$ cat src/rtl/fm_buffer_pkg.sv
// Shared definitions for the feature-map capture buffer: FSM encoding,
// default frame geometry and the raster-to-linear address mapping.
package fm_buffer_pkg;

  typedef enum logic [1:0] {
    IDLE = 2'd0,
    FILL = 2'd1,
    FULL = 2'd2
  } state_t;

  localparam int FM_X_DFLT = 8;
  localparam int FM_Y_DFLT = 8;
  localparam int FM_DEPTH  = FM_X_DFLT * FM_Y_DFLT;

  // Row-major linear address of pixel (x,y) in a frame fm_x pixels wide.
  function automatic int fm_lin_addr(input int x, input int y, input int fm_x);
    return y * fm_x + x;
  endfunction

endpackage

$ cat src/rtl/fm_lane_ram.sv
// Simple dual-port RAM: one synchronous write port and one registered,
// enable-gated read port whose output holds when the port is idle.
module fm_lane_ram #(
  parameter int ADDR_W = 6,
  parameter int WIDTH  = 16
) (
  input  logic              i_clock,
  input  logic              i_wr_en,
  input  logic [ADDR_W-1:0] i_wr_addr,
  input  logic [WIDTH-1:0]  i_wr_data,
  input  logic              i_rd_en,
  input  logic [ADDR_W-1:0] i_rd_addr,
  output logic [WIDTH-1:0]  o_rd_data
);

  logic [WIDTH-1:0] r_mem [2**ADDR_W];
  logic [WIDTH-1:0] r_rd_data;

  // NOTE: the array has no reset branch so it maps onto block RAM; only
  // control state is reset, never the storage itself.
  always_ff @(posedge i_clock) begin
    if (i_wr_en) begin
      r_mem[i_wr_addr] <= i_wr_data;
    end
    if (i_rd_en) begin
      r_rd_data <= r_mem[i_rd_addr];
    end
  end

  assign o_rd_data = r_rd_data;

endmodule

$ cat src/rtl/fm_capture_buffer.sv
// Captures one rectified feature-map frame (all kernel lanes packed per word),
// holds it for random-access reads, and re-arms on a release pulse.
module fm_capture_buffer
  import fm_buffer_pkg::*;
#(
  parameter int DATA_W      = 8,
  parameter int NUM_KERNELS = 2,
  parameter int FM_X        = FM_X_DFLT,
  parameter int FM_Y        = FM_Y_DFLT,
  parameter int COORD_W     = 10,
  parameter int ADDR_W      = 6
) (
  input  logic                          i_clock,
  input  logic                          i_reset,
  input  logic                          i_pixel_rdy,
  input  logic [COORD_W-1:0]            i_fm_x_coord,
  input  logic [COORD_W-1:0]            i_fm_y_coord,
  input  logic [DATA_W*NUM_KERNELS-1:0] i_pixel_vector,
  input  logic                          i_rd_en,
  input  logic [ADDR_W-1:0]             i_rd_addr,
  input  logic                          i_release,
  output logic [DATA_W*NUM_KERNELS-1:0] o_rd_data,
  output logic                          o_rd_valid,
  output logic                          o_buffer_full,
  output logic [ADDR_W:0]               o_fill_count,
  output logic                          o_overrun
);

  localparam int          WORD_W  = DATA_W * NUM_KERNELS;
  localparam int unsigned L_DEPTH = FM_X * FM_Y;

  state_t            r_state;
  logic              r_buffer_full;
  logic [ADDR_W:0]   r_fill_count;
  logic              r_overrun;
  logic              r_rd_valid;
  logic              r_rd_zero;

  logic              w_in_range;
  logic              w_origin;
  logic              w_last;
  logic              w_wr_en;
  logic [ADDR_W-1:0] w_wr_addr;
  logic              w_rd_take;
  logic              w_rd_in_range;
  logic [WORD_W-1:0] w_ram_q;

  // Range checks use the full coordinate width so large coordinates never alias.
  assign w_in_range = (i_fm_x_coord < COORD_W'(FM_X)) && (i_fm_y_coord < COORD_W'(FM_Y));
  assign w_origin   = (i_fm_x_coord == '0) && (i_fm_y_coord == '0);
  assign w_last     = (i_fm_x_coord == COORD_W'(FM_X - 1)) &&
                      (i_fm_y_coord == COORD_W'(FM_Y - 1));

  assign w_wr_en   = i_pixel_rdy &&
                     (((r_state == IDLE) && w_origin) || ((r_state == FILL) && w_in_range));
  assign w_wr_addr = ADDR_W'(fm_lin_addr(32'(i_fm_x_coord), 32'(i_fm_y_coord), FM_X));

  assign w_rd_take     = i_rd_en && (r_state == FULL);
  assign w_rd_in_range = 32'(i_rd_addr) < L_DEPTH;

  fm_lane_ram #(
    .ADDR_W (ADDR_W),
    .WIDTH  (WORD_W)
  ) u_ram (
    .i_clock   (i_clock),
    .i_wr_en   (w_wr_en),
    .i_wr_addr (w_wr_addr),
    .i_wr_data (i_pixel_vector),
    .i_rd_en   (w_rd_take && w_rd_in_range),
    .i_rd_addr (i_rd_addr),
    .o_rd_data (w_ram_q)
  );

  // NOTE: every register below is written with <= so all of them sample the
  // pre-edge values; blocking = here would create order-dependent races.
  always_ff @(posedge i_clock or posedge i_reset) begin
    if (i_reset) begin
      r_state       <= IDLE;
      r_buffer_full <= 1'b0;
      r_fill_count  <= '0;
      r_overrun     <= 1'b0;
    end else begin
      case (r_state)
        IDLE: begin
          if (i_pixel_rdy && w_origin) begin
            r_fill_count <= (ADDR_W+1)'(1);
            if (w_last) begin
              r_state       <= FULL;
              r_buffer_full <= 1'b1;
            end else begin
              r_state <= FILL;
            end
          end
        end
        FILL: begin
          if (i_pixel_rdy && w_in_range) begin
            // A fresh (0,0) re-aligns the frame instead of counting on.
            if (w_origin) begin
              r_fill_count <= (ADDR_W+1)'(1);
            end else begin
              r_fill_count <= r_fill_count + 1'b1;
            end
            if (w_last) begin
              r_state       <= FULL;
              r_buffer_full <= 1'b1;
            end
          end
        end
        FULL: begin
          if (i_pixel_rdy) begin
            r_overrun <= 1'b1;
          end
          if (i_release) begin
            r_state       <= IDLE;
            r_buffer_full <= 1'b0;
            r_fill_count  <= '0;
          end
        end
        default: begin
          r_state <= IDLE;
        end
      endcase
    end
  end

  // Out-of-range reads leave the RAM idle and force the data word to zero.
  always_ff @(posedge i_clock or posedge i_reset) begin
    if (i_reset) begin
      r_rd_valid <= 1'b0;
      r_rd_zero  <= 1'b1;
    end else begin
      r_rd_valid <= w_rd_take;
      if (w_rd_take) begin
        r_rd_zero <= !w_rd_in_range;
      end
    end
  end

  assign o_rd_data     = r_rd_zero ? '0 : w_ram_q;
  assign o_rd_valid    = r_rd_valid;
  assign o_buffer_full = r_buffer_full;
  assign o_fill_count  = r_fill_count;
  assign o_overrun     = r_overrun;

endmodule

$ cat config.mk
export PLATFORM = sky130hd
export DESIGN_NAME = fm_capture_buffer
export DESIGN_NICKNAME = d
export VERILOG_FILES = /design/src/rtl/fm_buffer_pkg.sv /design/src/rtl/fm_lane_ram.sv /design/src/rtl/fm_capture_buffer.sv
export SDC_FILE = /design/constraint.sdc
export NUM_CORES = 1
export LEC_CHECK = 0
export ABC_CLOCK_PERIOD_IN_PS = 2600
export CAP_MARGIN = 10
export CORE_AREA = 3 3 327 394
export CTS_CLUSTER_SIZE = 8
export DETAILED_ROUTE_END_ITERATION = 12
export DIE_AREA = 0 0 330 397
export GPL_TIMING_DRIVEN = 0
export SLEW_MARGIN = 25
export SYNTH_ARGS = -nofsm -noshare
export SYNTH_HDL_FRONTEND = slang
export SYNTH_HIERARCHICAL = 1
export SYNTH_SLANG_ARGS = --single-unit
$ cat constraint.sdc
create_clock -name i_clock -period 2.6 [get_ports i_clock]
set_input_delay 0.39 -clock i_clock [delete_from_list [all_inputs] [get_ports i_clock]]
set_output_delay 0.39 -clock i_clock [all_outputs]
set_load 0.01 [all_outputs]
======== Yosys cells after proc, flatten, opt, wreduce, memory -nomap -nowiden ========
Memory sizes are Yosys's and may differ from the RTL's. A register that Yosys moved wholly into a read port is not among the register bits.
Cells that the tools add are included.
Widths: inputs -> output; s select.
operators by class
  magnitude comparators ................... 2
  equal/unequal tests ..................... 8
  muxes and demuxes ....................... 19
  shift-type cells ........................ 0
  div/mod/pow operators ................... 0
  multiply operators ...................... 0
  bitwise logic cells ..................... 0
  $add $sub $neg .......................... 2
  reduce and logical (&&, ||, !) cells .... 17
operators by type and width
  cell                 count
  $mux 7               4
  $pmux 7 s3           1
  $eq 10x3->1 const B  2
  $logic_not 10->1     2
  $lt 10x4->1 const B  2
  $mux 16              1
  $mux 2               5
  $logic_and 1x1->1    9
  $reduce_and 4->1     2
  $add 7x1->7 const B  1
  $add 6x6->6          1
  $mux 1               6
  $pmux 2 s3           1
  $ne 2x1->1 const B   2
  $ne 2x2->1 const B   2
  $pmux 1 s3           1
  $reduce_bool 3->1    1
  $eq 2x1->1 const B   1
  $eq 2x2->1 const B   1
  $logic_not 2->1      1
  $reduce_and 2->1     1
  $logic_or 1x1->1     1
word-level totals
  memories ................................ 1
  logic and storage cells ................. 55
  latch bits .............................. 0
  ROM bits ................................ 0
  register bits after elaboration ......... 13
  memory bits (writable) .................. 1,024
memories
  memory       words  bits a word  read ports  clocked after Yosys merged registers in  wr ports  line               RTL
  u_ram.r_mem  64     16           1           1                                        1         fm_lane_ram.sv:16  logic [WIDTH-1:0] r_mem [2**ADDR_W];

======== Longest topological paths before layout ========
  depth after elaboration ................. 7
  mapped depth ............................ 10
  mapped depth without buffers ............ 8

======== Cells and area by module ========
Netlist, hierarchy kept.
modules (own cells, without submodules)
  module             cells an instance  instances  sequential area each (sq um)  area an instance (sq um)
  fm_lane_ram        1,829              1          31,230.0                      40,202.3
  fm_capture_buffer  111                1          326.6                         1,036.0

======== Least setup slack after synthesis ========
No wires, ideal clock.
  path type ............................... input to register
  from .................................... input i_fm_y_coord[7]
  to ...................................... memory u_ram.r_mem[48][0] (enable)
  stages on the path ...................... 6
  buffers on the path ..................... 0
  data arrival time ....................... 3.067 ns
  data required time ...................... 2.191 ns
  path slack .............................. -0.876 ns
  cell sequence ........................... or4_4 -> nor4_4 -> nor2b_1 -> nor2b_1 -> nand4b_1 -> nor3_1
on the way
  longest elaborated chain between the ends .. 7
  elaborated cells on any way between the ends .. 10
  classes of those cells .................. order compare (1); mux (2); reduce/logical (7)
ends and longest elaborated chain
  element                                          line                                              RTL
  start, declared                                  fm_capture_buffer.sv:17                           input logic [COORD_W-1:0] i_fm_y_coord,
  $lt 10x4->1 or $logic_not 10->1 (tied branches)  fm_capture_buffer.sv:49, fm_capture_buffer.sv:50
  $logic_and 1x1->1 (on tied branches)             fm_capture_buffer.sv:49, fm_capture_buffer.sv:50
  $logic_and 1x1->1                                fm_capture_buffer.sv:55                           (((r_state == IDLE) && w_origin) || ((r_state == FILL) && w_in_range));
  $logic_or 1x1->1 *                               fm_capture_buffer.sv:55
  $logic_and 1x1->1 *                              fm_capture_buffer.sv:54                           assign w_wr_en = i_pixel_rdy &&
  via w_wr_en                                      fm_capture_buffer.sv:42                           logic w_wr_en;
  $mux 1 *                                         fm_lane_ram.sv:22                                 if (i_wr_en) begin
  $mux 1 (not written as such) *                   fm_lane_ram.sv:23                                 r_mem[i_wr_addr] <= i_wr_data;
  end, declared                                    fm_lane_ram.sv:16
The timed path passes the listed nets; every way through them passes the cells marked *.

======== Final worst setup path ========
  from .................................... input i_fm_y_coord[9]
  to ...................................... memory u_ram.r_mem[22][12] (enable)
The elaborated chain is that of the path after synthesis.

==> flow_metrics.env <==
export IMPL_yosys_area_top_type="edfxtp_1"
export IMPL_ys_top_cells_by_area="edfxtp_1 (76%), mux4_2 (12%), mux2i_1 (2.1%)"
export IMPL_drt_iter0_drc=2233
export IMPL_rrSetupSlack_ns=0.14
export IMPL_outcome="complete, no violations"
export IMPL_nets=2349
export IMPL_synthCells=1940
export IMPL_ant_nets=0
export IMPL_fillers=10710
export IMPL_path_depth=10
export IMPL_antenna_found_initial=5
export IMPL_slowest_stage="or4_4"
export IMPL_met1_length_mm=41.00
export IMPL_setup_viol_count_final=0
export IMPL_cp_data_arrival_time_ns=2.98
export IMPL_path_class="input port to flip-flop"
export IMPL_crit_path_max_incr_delay_ns=0.52
export IMPL_fin_skew_ns=0.02189
export IMPL_drv_cap=0
export IMPL_ys_dominant_reg_cell="edfxtp_1"
export IMPL_irDropWorstVdd_v=0.0006659
export IMPL_place_inst=3681
export IMPL_die_y_um=397
export IMPL_wl_per_cell_um=27.82
export IMPL_die_w_um=330
export IMPL_row_count=142
export IMPL_fin_crit_sh_pct=98.18
export IMPL_top_layer="met5"
export IMPL_synth_nets=1994
export IMPL_met3_length_mm=7.962
export IMPL_netlist_area_mm2=0.04124
export IMPL_vias_per_cell=5.334
export IMPL_crit_end="u_ram/r_mem[22][12]"
export IMPL_crit_start="i_fm_y_coord[9]"
export IMPL_grtUsageTotal_pct=17.03
export IMPL_clk_pin_slew_ns=0.04
export IMPL_dr_pass1_iters=5
export IMPL_tritoncts="yes"
export IMPL_cts_root_buf="clkbuf_16"
export IMPL_grt_pass1_vias=22110
export IMPL_syn2layout_area_growth_pct=23.64
export IMPL_drc=0
export IMPL_met2_length_mm=57.18
export IMPL_yosysWarnings=6
export IMPL_numCtsBuffers=149
export IMPL_hold_buffers=0
export IMPL_crit_fanout=8
export IMPL_r2r_start="r_state[1]"
export IMPL_reg2regPathDepth=10
export IMPL_final_instance_count_excl_fill=3996
export IMPL_finalWirelength_mm=111.2
export IMPL_layout_drive_gt1_share_pct=33.10
export IMPL_synth_top_area_share_pct=75.73
export IMPL_synth_most_common_cell="edfxtp_1"
export IMPL_holdWs_ns=0.03808
export IMPL_grt_max_degree=65
export IMPL_ys_types=62
export IMPL_tightest_slew_ns=0.8958
export IMPL_die_area_mm2=0.1310
export IMPL_num_vias=21310
export IMPL_core_area_mm2=0.1249
export IMPL_power_density_mw_per_mm2=749.6
export IMPL_final_util_pct=40.82
export IMPL_crit_chain="clkdlybuf4s50_1, or4_4, nor4_4, nor2b_4, nor2b_4, buf_12, nand3_4, buf_12, nor2_4, clkbuf_16"
export IMPL_grt_pass1_wl_mm=158.8
export IMPL_crit_buf_inv=4
export IMPL_maxSlewViolCount=0
export IMPL_synth_edff_count=1040
export IMPL_rr_endpoint="u_ram/r_mem[22][12]"
export IMPL_htree_num_levels=4
export IMPL_period_minus_slack_ns=2.553
export IMPL_clock_sinks=1053
export IMPL_maxSlewHeadroom_pct=40.16
export IMPL_clk_latency_ns=0.72
export IMPL_port_buffers=70
export IMPL_cpLargestDelayFamily="simple AND/OR/NAND/NOR gates"
export IMPL_final_hold_viol_count=0
export IMPL_multiInputGateArea_mm2=0.009686
export IMPL_end_kind="flip-flop"
export IMPL_p_leak_nw=16.23
export IMPL_p_total_mw=38.22
export IMPL_yosys_top_cells_count="edfxtp_1 (1040), mux4_2 (220), mux2i_1 (85), nor2_1 (80), nand2_1 (64)"
export IMPL_cp_required_ns=3.03
export IMPL_gp_congestion=0.8508
export IMPL_cts_buffer_depth=3
export IMPL_seqCellArea_mm2=0.03156
export IMPL_hp_class="input port to flip-flop"
export IMPL_dp_hpwl_mm=71.94
export IMPL_avgSynthCellArea_um2=21.26
export IMPL_ys_seq_area_share_pct=76.52
export IMPL_startpoint_type="input port"
export IMPL_ys_ff_latch=1053
export IMPL_gr_total_overflow=0
export IMPL_io_pins=73
export IMPL_ys_async_sr_fraction_pct=1.235
export IMPL_start_util_pct=33.02
export IMPL_max_freq_mhz=391.8
[worst register-to-register path: stages, from the launching register on]
cell and delay, ns:
dfrtp_1 0.40, inv_1 0.11, ha_1 0.28, a21oi_1 0.11, nor2b_4 0.22, nor2b_4 0.21, buf_12 0.13, nand3_4 0.08
buf_12 0.20, nor2_4 0.21, clkbuf_16 0.22
[state kept, by name, summed over array words and instances, names as in the netlist]
register and cells:
o_rd_valid 1, o_buffer_full 1, u_ram/r_mem 1024, o_overrun 1
o_fill_count 7, r_rd_zero 1, u_ram/o_rd_data 16, r_state 2
[area by class of cell]
type                    instances  share of cell area [%]
clock inverters                 9                  0.2356
inverters                      10                 0.07362
multi-input cells             770                   19.00
flip-flops and latches       1053                   61.89
diodes                          5                 0.02454
well taps                    1656                   4.064
repair buffers                208                   5.499
plain buffers                 103                   1.536
clock buffers                 182                   7.681
[worst min-delay path by stage]
stage / from / endpoint / slack (ns) / cells after the start
detailed placement: o_overrun / o_overrun / 0.45 / 1
floorplan: i_reset / o_buffer_full / 0.27 / 1
global route: i_pixel_vector[10] / u_ram/r_mem[4][10] / 0.03 / 1
CTS: i_pixel_vector[10] / u_ram/r_mem[4][10] / 0.006 / 1
global placement: o_overrun / o_overrun / 0.44 / 1
finish: i_pixel_vector[10] / u_ram/r_mem[29][10] / 0.04 / 1
[layer usage]
layer,global-route usage (%),vias to the layer above
met5,0,-
met4,7.402,4
met2,29.31,924
li1,-,8788
met1,20.52,11350
met3,3.772,251
[report_power, final]
part	switching [mW]	internal, mW
sequential	0.0344	18.7
clock	6.69	10.4
combinational	1.48	0.883
total	8.20	30.0
[metrics by stage]
stage | area, um^2 | worst slack [ns] | setup TNS [ns]
floorplan | 41730 | -0.3065 | -159.70
global placement | 44500 | -1.873 | -2097.82
detailed placement | 44800 | -1.753 | -1372.46
CTS | 50730 | -0.04211 | -0.1424
global route | 50980 | -0.01069 | -0.04597
finish | 50990 | 0.04743 | 0
[placed cells by master (no fill, tap or decap), types with 5 or more instances in the layout]
cell and count:
buf_6 21, inv_1 10, ha_1 6, nor2b_1 47, buf_16 6, clkdlybuf4s50_1 45, o21ai_0 10, dlymetal6s2s_1 9
buf_2 27, nand4_1 13, mux4_2 220, mux2_2 27, clkbuf_1 47, nor2_1 17, nand2_1 59, a221oi_1 14
a22o_1 7, edfxtp_1 1040, buf_4 91, mux2i_1 72, buf_12 79, a311oi_1 8, nor2_4 62, clkbuf_16 154
a21oi_1 16, a221o_1 6, a41oi_1 5, nand3_1 21, and4_1 6, inv_6 5, a31oi_2 8, dfrtp_1 12
mux2i_2 9, a211o_1 12, a32o_1 5, a22oi_1 39, a211oi_1 9, diode_2 5
[cells by family (layout without fill, tap and decap cells)]
kind of cell | Yosys count | after routing | share of synthesized area [%]
simple gates | 271 | 271 | 3.395
compound gates | 154 | 154 | 2.825
buf+inv | 117 | 512 | 1.914
other cells | 0 | 5 | 0
flops | 1053 | 1053 | 76.52
xor+xnor | 2 | 2 | 0.04248
fa+ha+maj | 7 | 7 | 0.2306
mux | 336 | 336 | 15.07
[what timing repair did]
action | CTS | global route
pin swaps | 66 | 8
setup endpoints to repair | 1049 | 986
setup buffers | 107 | 14
gates resized for setup | 63 | 25
gates cloned | 0 | 2
Note: power is estimated with default switching activity, not from simulation.
